$ cat src/rtl/muldiv_sequencer.sv
// muldiv_sequencer
//   Multi-cycle MULT/MULTU/DIV/DIVU unit with architectural HI/LO registers.
//   It runs WIDTH iterations of shift-add multiply or restoring divide on the
//   operand magnitudes, then applies sign correction in a FINISH cycle.
// Ports
//   Clk, Rst            clock, synchronous active-low reset
//   Start, Op, A, B     issue request (sampled in IDLE only)
//   HiLoRead            decode stage holds MFHI/MFLO
//   HiWrite, LoWrite    MTHI/MTLO strobes, WrData is their data
//   Busy, Done          in flight / one-cycle completion pulse
//   DivByZero           qualifies Done for a divide with B == 0
//   Stall               holds the pipeline while Busy and HI/LO or unit is needed
//   HI, LO              architectural result registers
module muldiv_sequencer #(
  parameter int WIDTH = 32
) (
  input  logic             Clk,
  input  logic             Rst,
  input  logic             Start,
  input  logic [1:0]       Op,
  input  logic [WIDTH-1:0] A,
  input  logic [WIDTH-1:0] B,
  input  logic             HiLoRead,
  input  logic             HiWrite,
  input  logic             LoWrite,
  input  logic [WIDTH-1:0] WrData,
  output logic             Busy,
  output logic             Done,
  output logic             DivByZero,
  output logic             Stall,
  output logic [WIDTH-1:0] HI,
  output logic [WIDTH-1:0] LO
);

  localparam int CW = $clog2(WIDTH);

  typedef enum logic [1:0] {IDLE, RUN, FINISH} state_t;

  state_t               state, nstate;
  logic [CW-1:0]        cnt;
  logic [1:0]           op_q;
  logic                 sa, sb, dbz;
  logic [WIDTH-1:0]     opnd;   // multiplicand magnitude (mul) or divisor magnitude (div)
  logic [2*WIDTH-1:0]   acc;    // mul: {partial, multiplier}; div: {remainder, dividend/quotient}

  // Operand magnitudes at issue; 0x80000000 negates to itself, read as unsigned.
  logic             in_signed, in_div, in_dbz;
  logic [WIDTH-1:0] abs_a, abs_b;
  assign in_signed = ~Op[0];
  assign in_div    = Op[1];
  assign in_dbz    = in_div && (B == '0);
  assign abs_a     = (in_signed && A[WIDTH-1]) ? -A : A;
  assign abs_b     = (in_signed && B[WIDTH-1]) ? -B : B;

  // One shift-add step: add multiplicand to upper half if multiplier LSB set,
  // then shift the whole accumulator right.
  logic [WIDTH:0]     msum;
  logic [2*WIDTH-1:0] mul_next;
  assign msum     = {1'b0, acc[2*WIDTH-1:WIDTH]} + (acc[0] ? {1'b0, opnd} : '0);
  assign mul_next = {msum, acc[WIDTH-1:1]};

  // One restoring-divide step: shift in the next dividend bit, try subtract.
  logic [WIDTH:0]     dshift, dtrial;
  logic [2*WIDTH-1:0] div_next;
  assign dshift   = acc[2*WIDTH-1:WIDTH-1];
  assign dtrial   = dshift - {1'b0, opnd};
  assign div_next = dtrial[WIDTH] ? {dshift[WIDTH-1:0], acc[WIDTH-2:0], 1'b0}
                                  : {dtrial[WIDTH-1:0], acc[WIDTH-2:0], 1'b1};

  // Sign correction applied in FINISH.
  logic               sgn, neg;
  logic [2*WIDTH-1:0] prod_fix;
  logic [WIDTH-1:0]   quo_fix, rem_fix;
  assign sgn      = ~op_q[0];
  assign neg      = sa ^ sb;
  assign prod_fix = (sgn && neg) ? -acc : acc;
  assign quo_fix  = (sgn && neg) ? -acc[WIDTH-1:0] : acc[WIDTH-1:0];
  assign rem_fix  = (sgn && sa)  ? -acc[2*WIDTH-1:WIDTH] : acc[2*WIDTH-1:WIDTH];

  assign Busy  = (state != IDLE);
  assign Stall = Busy & (Start | HiLoRead | HiWrite | LoWrite);

  always_comb begin
    nstate = state;
    case (state)
      IDLE:    if (Start) nstate = in_dbz ? FINISH : RUN;
      RUN:     if (cnt == CW'(WIDTH-1)) nstate = FINISH;
      FINISH:  nstate = IDLE;
      default: nstate = IDLE;
    endcase
  end

  always_ff @(posedge Clk) begin
    if (!Rst) begin
      state     <= IDLE;
      cnt       <= '0;
      op_q      <= '0;
      sa        <= 1'b0;
      sb        <= 1'b0;
      dbz       <= 1'b0;
      opnd      <= '0;
      acc       <= '0;
      Done      <= 1'b0;
      DivByZero <= 1'b0;
      HI        <= '0;
      LO        <= '0;
    end else begin
      state     <= nstate;
      Done      <= 1'b0;
      DivByZero <= 1'b0;
      case (state)
        IDLE: begin
          if (Start) begin
            op_q <= Op;
            sa   <= in_signed & A[WIDTH-1];
            sb   <= in_signed & B[WIDTH-1];
            dbz  <= in_dbz;
            cnt  <= '0;
            opnd <= in_div ? abs_b : abs_a;
            acc  <= {{WIDTH{1'b0}}, (in_div ? abs_a : abs_b)};
          end
          // MTHI/MTLO only land here; while busy the pipeline is stalled instead.
          if (HiWrite) HI <= WrData;
          if (LoWrite) LO <= WrData;
        end
        RUN: begin
          acc <= op_q[1] ? div_next : mul_next;
          cnt <= cnt + 1'b1;
        end
        FINISH: begin
          Done      <= 1'b1;
          DivByZero <= dbz;
          if (!dbz) begin
            if (op_q[1]) begin
              HI <= rem_fix;
              LO <= quo_fix;
            end else begin
              HI <= prod_fix[2*WIDTH-1:WIDTH];
              LO <= prod_fix[WIDTH-1:0];
            end
          end
        end
        default: ;
      endcase
    end
  end

endmodule

$ cat config.mk
export PLATFORM = sky130hd
export DESIGN_NAME = muldiv_sequencer
export DESIGN_NICKNAME = d
export VERILOG_FILES = /design/src/rtl/muldiv_sequencer.sv
export SDC_FILE = /design/constraint.sdc
export NUM_CORES = 1
export LEC_CHECK = 0
export CAP_MARGIN = 40
export CORE_ASPECT_RATIO = 1.4
export CORE_MARGIN = 8
export CORE_UTILIZATION = 58
export DETAILED_ROUTE_END_ITERATION = 7
export GPL_TIMING_DRIVEN = 0
export PLACE_DENSITY = 0.82
export SLEW_MARGIN = 10
export SYNTH_ARGS = -nofsm -noshare
export SYNTH_HDL_FRONTEND = slang
export SYNTH_SLANG_ARGS = --single-unit
$ cat constraint.sdc
create_clock -name Clk -period 4.6 [get_ports Clk]
set_input_delay 0.92 -clock Clk [delete_from_list [all_inputs] [get_ports Clk]]
set_output_delay 0.92 -clock Clk [all_outputs]
set_load 0.02 [all_outputs]
* Yosys cells after proc, flatten, opt, wreduce, memory -nomap -nowiden
Index checks and enable logic that the tools add are counted.
** Word-level totals
- Register bits :: 174
- Bits of input ports :: 104
- Output and inout bits :: 68
- Word-level logic and storage cells :: 80
** Operators by class
- Add/subtract/negate cells :: 8
- Equal/unequal tests :: 8
- Muxes and demuxes :: 27
- Bitwise logic cells :: 9
- Reductions and logical operators :: 16
** Operators by type and width (number)
- 2-to-1 mux 32 bit :: 13
- 2-to-1 mux 64 bit :: 4
- negation 32 bit :: 4
- case mux 32 bit (2 select lines) :: 2
- case mux 64 bit (2 select lines) :: 1
- negation 64 bit :: 1
- adder 32 x 32 -> 33 bit :: 1
- subtractor 33 x 32 -> 33 bit :: 1
- logical NOT 32 bit :: 1
- != test 2 bit (second input constant) :: 5
- case mux 5 bit (2 select lines) :: 1
- AND reduction 2 bit :: 4
- 2-to-1 mux 2 bit :: 3
- AND reduction 3 bit :: 2
- nonzero test 2 bit :: 3
- adder 5 x 1 -> 5 bit (second input constant) :: 1
- == test 5 bit (second input constant) :: 1
- logical AND 1 bit :: 5
- 2-to-1 mux 5 bit :: 1
- case mux 2 bit (2 select lines) :: 1
- bitwise AND 1 bit :: 3
- bitwise OR 1 bit :: 3
- == test 2 x 1 -> 1 bit (second input constant) :: 1
- == test 2 bit (second input constant) :: 1
- 4 further kinds :: 5

* Logic depth before layout (Yosys ltp)
Gate-level depths: netlist of the first run.
- Depth in word-level cells :: 6
- Mapped depth :: 15
- Mapped depth without buffers :: 13

* Worst setup path before layout of the first run
Ideal clock, no wire load.
- Path type :: register to register
- From :: register acc[0]
- To :: register acc[57]
- Library setup time :: 0.146 ns
- Arrival :: 3.393 ns
- Data required time :: 4.454 ns
- Path slack :: 1.061 ns
- Cell stages (with the launch flop) :: 15
- Buffers on the path :: 2
- Period minus slack after synthesis :: 3.539 ns
- Cells stage by stage :: dfxtp_1 > clkbuf_1 > inv_1 > clkbuf_1 > nor2_1 > ha_1 > o21a_1 > o31a_1 > o21ai_0 > o21ai_0 > a2111oi_0 > a21oi_1 > or4b_2 > nand3_1 > a41oi_1
** Between the ends
- Word-level cells in the longest chain between the ends :: 4
** Ends and longest elaborated chain
- start: declaration :: RTL line 44 : logic [2*WIDTH-1:0] acc;
- start signal: assignment :: RTL line 120 : acc <= {{WIDTH{1'b0}}, (in_div ? abs_a : abs_b)};
- start signal: assignment :: RTL line 127 : acc <= op_q[1] ? div_next : mul_next;
- 2-to-1 mux 32 bit :: RTL line 59 : assign msum = {1'b0, acc[2*WIDTH-1:WIDTH]} + (acc[0] ? {1'b0, opnd} : '0);
- adder 32 x 32 -> 33 bit :: RTL line 59
- 2-to-1 mux 64 bit :: RTL line 127
- case mux 64 bit (2 select lines) :: RTL line 111 : case (state)
Every way passes these cells.
A chain may end at the register's enable or synchronous reset.

* Worst setup path after layout of the first run
Same ends and word-level chain as after synthesis.

==> impl_metrics.py, run 1 <==
metrics = {
    "sta": {
        "fin_skew_ns": 0.0145,
        "max_slew_margin_pct": 38.5,
        "fmax_mhz": 229,
        "final.setup.worst_slack_ns": 0.231,
        "worst_hold_slack_ns": 0.460,
        "timing_max_transition_violations_final": 0,
        "rsz0062_at_grt": "false",
        "fin_crit_period_ns": 4.37,
        "worstMarginPinSlew_ns": 0.921,
        "min_period_over_period_pct": 95.0,
        "setup_violations": 0,
        "hold_viol_final": 0,
        "totalNegativeSetupSlack_ns": 0,
    },
    "worst_hold_path": {
        "min_path_type": "reg2reg",
    },
    "finish": {
        "antenna_cells_inserted": 0,
        "multi_input_comb_area_mm2": 0.0104,
        "area_growth_syn_to_layout_pct": 18.5,
        "layout.cells.most_common": "sky130_fd_sc_hd__nor2_1",
        "sequential_cell_area_mm2": 0.00348,
        "nets": 2391,
        "fillCellCount": 2231,
        "layout.cells.non_filler": 2547,
        "finalInstanceArea_mm2": 0.0174,
        "drive_above_1_share_pct": 3.82,
        "final_cell_mix": "260 x sky130_fd_sc_hd__nor2_1, 220 x sky130_fd_sc_hd__a21oi_1, 193 x sky130_fd_sc_hd__nand2_1, 174 x sky130_fd_sc_hd__dfxtp_1, 170 x sky130_fd_sc_hd__clkdlybuf4s50_1",
    },
    "synthesis": {
        "post_synthesis_net_count": 2202,
        "synth-main-ff-cell": "sky130_fd_sc_hd__dfxtp_1",
        "yosys_warnings": 0,
        "post_synth_inst_count": 2026,
        "synth.cell_area_mm2": 0.0147,
        "part_of_the_yosys_area_used_for_sequential_elements_pct": 23.7,
        "postSynthAreaPerCell_um2": 7.26,
        "ys_ff_latch": 174,
        "synth_async_sr_flop_share_pct": 0,
        "synth.lib_cells_used.distinct": 83,
        "edff_count_synth": 0,
    },
    "clock_tree": {
        "post-cts-setup-buffers": 0,
        "insertion_delay_ns": 0.46,
        "htree_levels": 4,
        "tritoncts.num_buffers": 17,
        "cts_hold_buf": 0,
        "cts.root.buffer_cell": "sky130_fd_sc_hd__clkbuf_16",
        "tritoncts": "yes",
        "cts.path.max_buffers": 2,
        "cts.sink_count": 174,
        "clk_transition_reported_paths_ns": 0.08,
    },
    "placement": {
        "dp.cells": 2515,
        "place.gp.congestion": 1.04,
        "portBuffers": 170,
        "dp_slack_ns": -0.0573,
        "dp_hpwl_um": 48900,
        "placedInstanceArea_mm2": 0.0168,
    },
    "detailed_routing": {
        "post_route_drc": 1,
        "drt-vias-per-instance": 6.67,
        "dr.first_iter.drc_count": 2084,
        "vias": 17000,
        "routed_wl_um": 60900,
        "final_antenna_net_count": 0,
        "wl_per_cell_um": 23.9,
        "detailedRoute.firstPassIterationCount": 8,
    },
    "global_route": {
        "antenna_found_initial": 0,
        "grt_pass1_wl_um": 92000,
        "globalRouteOverflowTotal": 0,
        "first_global_vias": 16300,
        "grt_start_max_net_pins": 21,
        "grt_use_total_pct": 38.7,
    },
    "setup_path": {
        "worst_r2r_startpoint": "acc[0]",
        "crit_path_start": "acc[0]",
        "crit_type": "reg2reg",
        "required_ns": 4.91,
        "worst_setup_slack_for_register_to_register_paths_ns": 0.23,
        "r2r_cells": 13,
        "timing.critical_path.fanout_max": 10,
        "critPathCaptureType": "register",
        "critPathArrivalTime_ns": 4.67,
        "worst_setup_path_endpoint": "acc[57]",
        "start_kind": "register",
        "reg2reg_to": "acc[57]",
    },
    "die": {
        "initial_core_util_pct": 58.5,
        "fp.dieW_um": 151,
        "core_mm2": 0.0251,
        "die_height_um": 204,
        "top_level_ports": 172,
        "design.die.area_mm2": 0.0308,
        "row_count": 69,
    },
    "run_status": {
        "violations": "design-rule violations",
        "status": "complete, but fails checks",
    },
    "power_and_ir_drop": {
        "powerDensity_mw_per_mm2": 297,
        "vdd_ir_drop_max_mv": 0.314,
        "cellLeakagePower_nw": 6.77,
    },
    "run": {
        "max-cap-violations": 0,
    },
}
-- power by group --
group | internal (W) | switching [W] | total, W
Clock | 0.000742 | 0.000788 | 0.00153
Sequential | 0.00162 | 0.000129 | 0.00175
Combinational | 0.000732 | 0.00117 | 0.00190
Total | 0.00309 | 0.00209 | 0.00518
-- cells by family after synthesis --
| family | count (synthesis) | share of synthesized area [%] |
|---|---|---|
| muxes | 92 | 6.36 |
| adders and majority gates | 72 | 6.23 |
| xor gates and xnor gates | 167 | 9.95 |
| buffers and inverters | 187 | 5.49 |
| and+or+nand+nor | 707 | 22.0 |
| AOI/OAI and AO/OA | 627 | 26.3 |
| DFF | 174 | 23.7 |
-- how the worst min path moves through the flow --
stage                   from  endpoint  depth (start not counted)
detailed placement  opnd[28]  opnd[28]                          2
finish              opnd[28]  opnd[28]                          2
global route        opnd[28]  opnd[28]                          2
CTS                 opnd[28]  opnd[28]                          2
floorplan           opnd[10]  opnd[10]                          2
global placement    opnd[28]  opnd[28]                          2
-- repair_timing --
action                                  CTS  global route
endpoints found under the setup margin    1             3
resized for setup                         1             1
pin swaps                                 0             0
-- registers in the layout, indices dropped and copies added, names as in the netlist --
signal / cells
acc: 64
HI: 32
dbz: 1
state: 2
sb: 1
Done: 1
cnt: 5
op_q: 2
LO: 32
DivByZero: 1
opnd: 32
sa: 1
-- final cells by class --
class / instances / share of cell area [%]
multi-input cells: 1665 / 59.8
inverters: 56 / 1.21
clock inverters: 15 / 1.05
clock buffers: 17 / 2.44
plain buffers: 130 / 3.40
flip-flops and latches: 174 / 20.0
well taps: 319 / 2.29
repair buffers: 171 / 9.83
-- routing by layer --
metal	track usage [%]	vias up	part of all wire [%]
met3	6.32	286	8.9
met2	64.8	1096	47
met5	0	-	0
met4	26.1	0	7.9
met1	44.5	7904	36
li1	-	7706	-
-- worst max-delay path: stages, from the launching register on --
cell,delay [ns]
sky130_fd_sc_hd__dfxtp_1,0.64
sky130_fd_sc_hd__inv_1,0.25
sky130_fd_sc_hd__clkbuf_1,0.30
sky130_fd_sc_hd__nor2_1,0.17
sky130_fd_sc_hd__ha_1,0.30
sky130_fd_sc_hd__o21a_1,0.21
sky130_fd_sc_hd__o31a_1,0.14
sky130_fd_sc_hd__o21ai_1,0.37
sky130_fd_sc_hd__o21ai_0,0.29
sky130_fd_sc_hd__a2111oi_1,0.55
sky130_fd_sc_hd__a21oi_1,0.23
sky130_fd_sc_hd__or4b_2,0.65
sky130_fd_sc_hd__nand3_1,0.09
sky130_fd_sc_hd__a41oi_1,0.04
-- cell usage after synthesis, types with 4 or more instances --
cell | n | area, um^2
sky130_fd_sc_hd__o22ai_1 | 4 | 25.0
sky130_fd_sc_hd__nor4_1 | 24 | 150
sky130_fd_sc_hd__nor3_1 | 54 | 270
sky130_fd_sc_hd__mux2i_1 | 80 | 801
sky130_fd_sc_hd__dfxtp_1 | 174 | 3480
sky130_fd_sc_hd__o41ai_1 | 16 | 140
sky130_fd_sc_hd__buf_1 | 11 | 41.3
sky130_fd_sc_hd__buf_6 | 6 | 67.6
sky130_fd_sc_hd__and3_1 | 13 | 81.3
sky130_fd_sc_hd__xor2_1 | 72 | 631
sky130_fd_sc_hd__a21oi_1 | 220 | 1100
sky130_fd_sc_hd__a22oi_1 | 21 | 158
sky130_fd_sc_hd__nor3b_1 | 8 | 60.1
sky130_fd_sc_hd__a22o_1 | 7 | 61.3
sky130_fd_sc_hd__o221ai_1 | 7 | 61.3
sky130_fd_sc_hd__a32o_1 | 4 | 40.0
sky130_fd_sc_hd__a211oi_1 | 46 | 345
sky130_fd_sc_hd__o21a_1 | 5 | 37.5
sky130_fd_sc_hd__nand3_1 | 46 | 230
sky130_fd_sc_hd__nand4_1 | 8 | 50.1
sky130_fd_sc_hd__o211ai_1 | 18 | 135
sky130_fd_sc_hd__or3_1 | 21 | 131
sky130_fd_sc_hd__or4_1 | 8 | 60.1
sky130_fd_sc_hd__or2_2 | 11 | 68.8
sky130_fd_sc_hd__inv_1 | 54 | 203
sky130_fd_sc_hd__ha_1 | 70 | 876
sky130_fd_sc_hd__a31oi_1 | 21 | 131
sky130_fd_sc_hd__nand2b_1 | 22 | 138
sky130_fd_sc_hd__nand2_1 | 193 | 724
sky130_fd_sc_hd__o31ai_1 | 29 | 218
sky130_fd_sc_hd__xnor2_1 | 95 | 832
sky130_fd_sc_hd__nor2_1 | 260 | 976
sky130_fd_sc_hd__and2_1 | 6 | 37.5
sky130_fd_sc_hd__clkbuf_1 | 105 | 394
sky130_fd_sc_hd__a311oi_1 | 11 | 96.3
sky130_fd_sc_hd__mux2_2 | 12 | 135
sky130_fd_sc_hd__nor2b_1 | 15 | 93.8
sky130_fd_sc_hd__a21o_1 | 18 | 135
sky130_fd_sc_hd__o21ai_0 | 155 | 776
-- metrics by stage --
step	power, W	utilization (%)
2_1_floorplan	0.00295	-
3_3_place_gp	0.00357	66.9
3_5_place_dp	0.00360	66.9
4_1_cts	0.00509	69.3
5_1_grt	0.00535	69.4
6_report	0.00518	69.4
Note: power is estimated with default switching activity, not from simulation.
==> run 2, diff against run 1 <==
CORE_UTILIZATION = 52   (was 58)
PLACE_DENSITY = 0.78   (was 0.82)
clock period = 3.7 ns   (was 4.6 ns; I/O delays follow)
==> run 2 against run 1 <==
Effect of this change:
- the flow now finishes without violations
- clock power grew 29%
- first-iteration DRC count shrank 18%
- register-to-register slack lost 0.16 ns
- wire length grew 2.8%
- clock skew is essentially flat
- critical endpoint is now acc[32]
- combinational power grew 25%
- via count shrank 1.8%
- design area grew 1.4%
- fmax grew 20%
- global-route usage shrank 2.6 points
==> impl_metrics.py, run 2 (synthesized netlist as in run 1, its figures left out) <==
metrics = {
    "worst_hold_path": {
        "min_path_type": "reg2reg",
    },
    "global_route": {
        "antenna_found_initial": 0,
        "first_global_vias": 16200,
        "grt_pass1_wl_um": 93700,
        "grt_use_total_pct": 36.2,
        "globalRouteOverflowTotal": 0,
        "grt_start_max_net_pins": 20,
    },
    "finish": {
        "drive_above_1_share_pct": 4.98,
        "area_growth_syn_to_layout_pct": 20.2,
        "layout.cells.most_common": "sky130_fd_sc_hd__nor2_1",
        "final_core_utilization_pct": 62.8,
        "final_cell_mix": "260 x sky130_fd_sc_hd__nor2_1, 218 x sky130_fd_sc_hd__a21oi_1, 193 x sky130_fd_sc_hd__nand2_1, 170 x sky130_fd_sc_hd__clkdlybuf4s50_1, 169 x sky130_fd_sc_hd__dfxtp_1",
        "nets": 2392,
        "max_flop_register": "acc",
        "antenna_cells_inserted": 0,
        "number_of_flip_flops_under_the_largest_register_name": 64,
    },
    "detailed_routing": {
        "final_antenna_net_count": 0,
        "vias": 16700,
        "detailedRoute.firstPassIterationCount": 5,
        "routed_wl_um": 62600,
        "wl_per_cell_um": 24.0,
        "drt-vias-per-instance": 6.41,
        "post_route_drc": 0,
        "dr.first_iter.drc_count": 1717,
    },
    "clock_tree": {
        "tritoncts": "yes",
        "cts_hold_buf": 0,
        "clk_transition_reported_paths_ns": 0.08,
        "cts.sink_count": 174,
        "cts.path.max_buffers": 2,
        "insertion_delay_ns": 0.46,
        "htree_levels": 4,
        "tritoncts.num_buffers": 17,
        "cts.root.buffer_cell": "sky130_fd_sc_hd__clkbuf_16",
    },
    "power_and_ir_drop": {
        "vdd_ir_drop_max_mv": 0.335,
        "total_power_w": 0.00653,
        "powerDensity_mw_per_mm2": 370,
        "cellLeakagePower_nw": 6.83,
    },
    "sta": {
        "fmax_mhz": 275,
        "fin_crit_period_ns": 3.63,
        "setup_violations": 0,
        "max_slew_margin_pct": 39.7,
        "totalNegativeSetupSlack_ns": 0,
        "final.setup.worst_slack_ns": 0.0683,
        "hold_viol_final": 0,
        "timing_max_transition_violations_final": 0,
        "worst_hold_slack_ns": 0.459,
        "min_period_over_period_pct": 98.2,
        "worstMarginPinSlew_ns": 0.897,
        "rsz0062_at_grt": "true",
        "fin_skew_ns": 0.0148,
    },
    "placement": {
        "portBuffers": 170,
        "dp_slack_ns": -1.26,
        "dp_hpwl_um": 50500,
        "place.gp.congestion": 0.995,
    },
    "setup_path": {
        "timing.critical_path.fanout_max": 10,
        "critical_path.n_buffers_inverters": 2,
        "crit_slowest_cell": "sky130_fd_sc_hd__dfxtp_1",
        "critPathArrivalTime_ns": 3.99,
        "cpLargestDelayFamily": "compound AO/OA/AOI/OAI gates",
        "critPathCaptureType": "register",
        "critical_path.max_stage_delay_ns": 0.71,
        "start_kind": "register",
        "crit_type": "reg2reg",
        "worst_setup_slack_for_register_to_register_paths_ns": 0.07,
        "required_ns": 4.06,
        "critical_path.cell_chain": "ha_1 > a21oi_1 > o21ai_0 > a21o_1 > a211oi_2 > a2bb2oi_2 > and2_1 > clkbuf_1 > buf_6 > mux2_2 > o221ai_1",
    },
    "run_status": {
        "status": "complete, no violations",
    },
    "die": {
        "core_mm2": 0.0281,
        "die_height_um": 215,
        "row_count": 73,
        "top_level_ports": 172,
        "initial_core_util_pct": 52.3,
        "design.die.area_mm2": 0.0340,
        "fp.dieW_um": 158,
    },
    "run": {
        "max-cap-violations": 0,
    },
}
[run 2: tightest hold or removal path, delay by kind of cell, from the launching register on]
kind / cells / cell delay [ns]
AO/OA/AOI/OAI: 1 / 0.05
flip-flops: 1 / 0.32
AND/OR/NAND/NOR: 1 / 0.05
[run 2: where the power goes]
part,switching (W),internal [W],total [W]
Combinational,0.00145,0.000927,0.00237
Sequential,0.000164,0.00201,0.00218
Clock,0.000983,0.00100,0.00198
Total,0.00259,0.00394,0.00653
[run 2: per-layer routing]
layer  vias up  GRT usage, %  part of all wire, %
met2       848          60.2                   48
met5         -             0                    0
met4         0          23.5                  7.0
met1      7918          41.7                   38
met3       218          6.15                  7.5
li1       7702             -                    -
[run 2: metrics by stage]
step	instances	area, um^2
global placement	2571	16900
detailed placement	2571	16900
CTS	2603	17600
finish	2604	17700
global route	2604	17700
floorplan	2026	14700
[run 2: cell type report]
type	count	area (um^2)
Multi-Input combinational cell	1665	10500
Fill cell	2691	10500
Sequential cell	174	3490
Timing Repair Buffer	172	1720
Buffer	130	613
Tap cell	375	469
Clock buffer	18	439
Inverter	56	210
Clock inverter	14	191
[run 2: worst paths after layout]
check / startpoint / to / cells past startpoint
max: acc[48] / acc[32] / 11
min: opnd[28] / opnd[28] / 2
max reg2reg: acc[48] / acc[32] / 11
min reg2reg: opnd[28] / opnd[28] / 2
[run 2: repair_timing]
action,in CTS,in global routing
pin swaps,2,1
setup buffers,1,1
endpoints found under the setup margin,45,44
gates cloned,0,0
resized for setup,17,26
==> patch (flow settings as in run 1) <==
Encoding of `state_t`: now one-hot (3 bits for 3 states).
--- a/src/rtl/muldiv_sequencer.sv
+++ b/src/rtl/muldiv_sequencer.sv
@@ -34,7 +34,7 @@
 
   localparam int CW = $clog2(WIDTH);
 
-  typedef enum logic [1:0] {IDLE, RUN, FINISH} state_t;
+  typedef enum logic [2:0] {IDLE = 3'b001, RUN = 3'b010, FINISH = 3'b100} state_t;
 
   state_t               state, nstate;
   logic [CW-1:0]        cnt;
Behaviour: no difference found for any inputs over 4 cycles, from zero or initial values and one cycle with Rst low; so few cycles prove little.
==> patch against run 1 <==
- first-iteration DRC count fell by 32%
- cell area shrank 1.8%
- routed wire length is 5.2% lower
- largest power group is now sequential cells
- non-clock buffer count fell by 6
- area after synthesis fell by 2.2%
- count of clock-buffer cells in the layout is 1 higher
- sequential power is 3% lower
- worst setup slack improved by 74 ps
- total power fell by 11%
- sequential cell count is 1 higher
- hold slack is essentially flat
- global-route usage down 1.4 points
==> patch: results (changes against run 1) <==
Synth
  • Synthesized Nets: 2163 (-1.8%)
  • Post-synthesis sequential area ratio: 24.3% (+0.66 points)
  • Synth Register Bits: 175 (+0.57%)
  • Synth unique cells: 84 (+1.2%)
  • Synth Area in XOR/XNOR: 9.98% (+0.036 points)
  • Post-synth top cells: 260 x nor2_1, 224 x a21oi_1, 217 x nand2_1, 175 x dfxtp_1, 107 x clkbuf_1

Clocking
  • Post-CTS Resized: 0 (-1)

Cells and area
  • Sequential share of cell area: 20.5% (+0.49 points)
  • ANT cells: 1 (+1)
  • Nets: 2353 (-1.6%)
  • Fraction of area in multi-input gates: 59.6% (-0.21 points)
  • Final Non-Filler Cells: 2506 (-1.6%)
  • Layout cells sized above 1: 3.61% (-0.21 points)
  • Number of non-clock inverters: 57 (+1.8%)

Placed design
  • Placer Congestion: 0.995 (-4.4%)
  • Port Buffers: 169 (-0.59%)
  • Dpl hpwl: 45.9 mm (-6.0%)
  • DP Cell Count: 2473 (-1.7%)

Setup path
  • Critical Path Sink: acc[62]$_SDFFE_PN0P_
  • Reg-to-reg setup timing slack: 300 ps (+70 ps)

Detailed routing
  • Drt pass-1 iters: 5 (-3)
  • Routed WL: 57.7 mm (-5.2%)
  • Post-Route M1 WL: 21.0 mm (-3.7%)
  • DRT iter0 DRCs: 1413 (-32%)

Global route
  • Total track usage: 37.4% (-1.4 points)
  • First-pass GRT wire length: 88.1 mm (-4.3%)
  • Vias in the first global route: 15767 (-3.5%)
  • Met3 Use GR: 5.44% (-0.88 points)
  • Largest net degree at the start of global routing: 19 (-9.5%)

Outcome
  • Status: complete, no violations

Power
  • Worst vdd ir: 0.308 mV (-2.0%)
  • PwrDens: 269 mW/mm² (-9.4%)
-- patch: cell count changes after synthesis, sizes merged, moves of 9 or more --
cell	delta
nor3	-12
a21o	+27
nand2	+25
xnor2	-9
o211ai	+44
a22oi	-9
mux2i	-24
o41ai	-10
o21ai	-63
a31oi	+26
-- patch: worst max-delay path, stage by stage (launching register included) --
cell       delay [ps]
dfxtp_1           410
inv_1             230
clkbuf_1          420
nor2_1             90
ha_1              390
nand2_1            90
or4b_2            210
a21oi_1            50
o31ai_1           770
a2111oi_2         210
nor3_1            620
o21bai_1          220
a211o_1           290
o31ai_1            90
nor3_1             70
-- patch: power breakdown --
group / switching [mW] / total, mW / internal (mW)
Clock: 0.737 / 1.53 / 0.791
Sequential: 0.0827 / 1.69 / 1.61
Combinational: 0.860 / 1.39 / 0.528
-- patch: cells by family after synthesis --
kind of cell / count (synthesis)
AND/OR/NAND/NOR: 700
buffers and inverters: 181
adder cells (fa/ha/maj): 72
AO/OA/AOI/OAI: 632
XOR/XNOR: 164
multiplexers: 63
flip-flops: 175
-- patch: worst min path at each step --
stage,startpoint,endpoint,slack [ps],cells after the start
CTS,opnd[13]$_SDFFE_PN0P_,opnd[13]$_SDFFE_PN0P_,460,2
finish,opnd[13]$_SDFFE_PN0P_,opnd[13]$_SDFFE_PN0P_,460,2
global route,opnd[13]$_SDFFE_PN0P_,opnd[13]$_SDFFE_PN0P_,480,2
detailed placement,opnd[13]$_SDFFE_PN0P_,opnd[13]$_SDFFE_PN0P_,450,2
global placement,opnd[13]$_SDFFE_PN0P_,opnd[13]$_SDFFE_PN0P_,440,2
floorplan,opnd[27]$_SDFFE_PN0P_,opnd[27]$_SDFFE_PN0P_,430,2
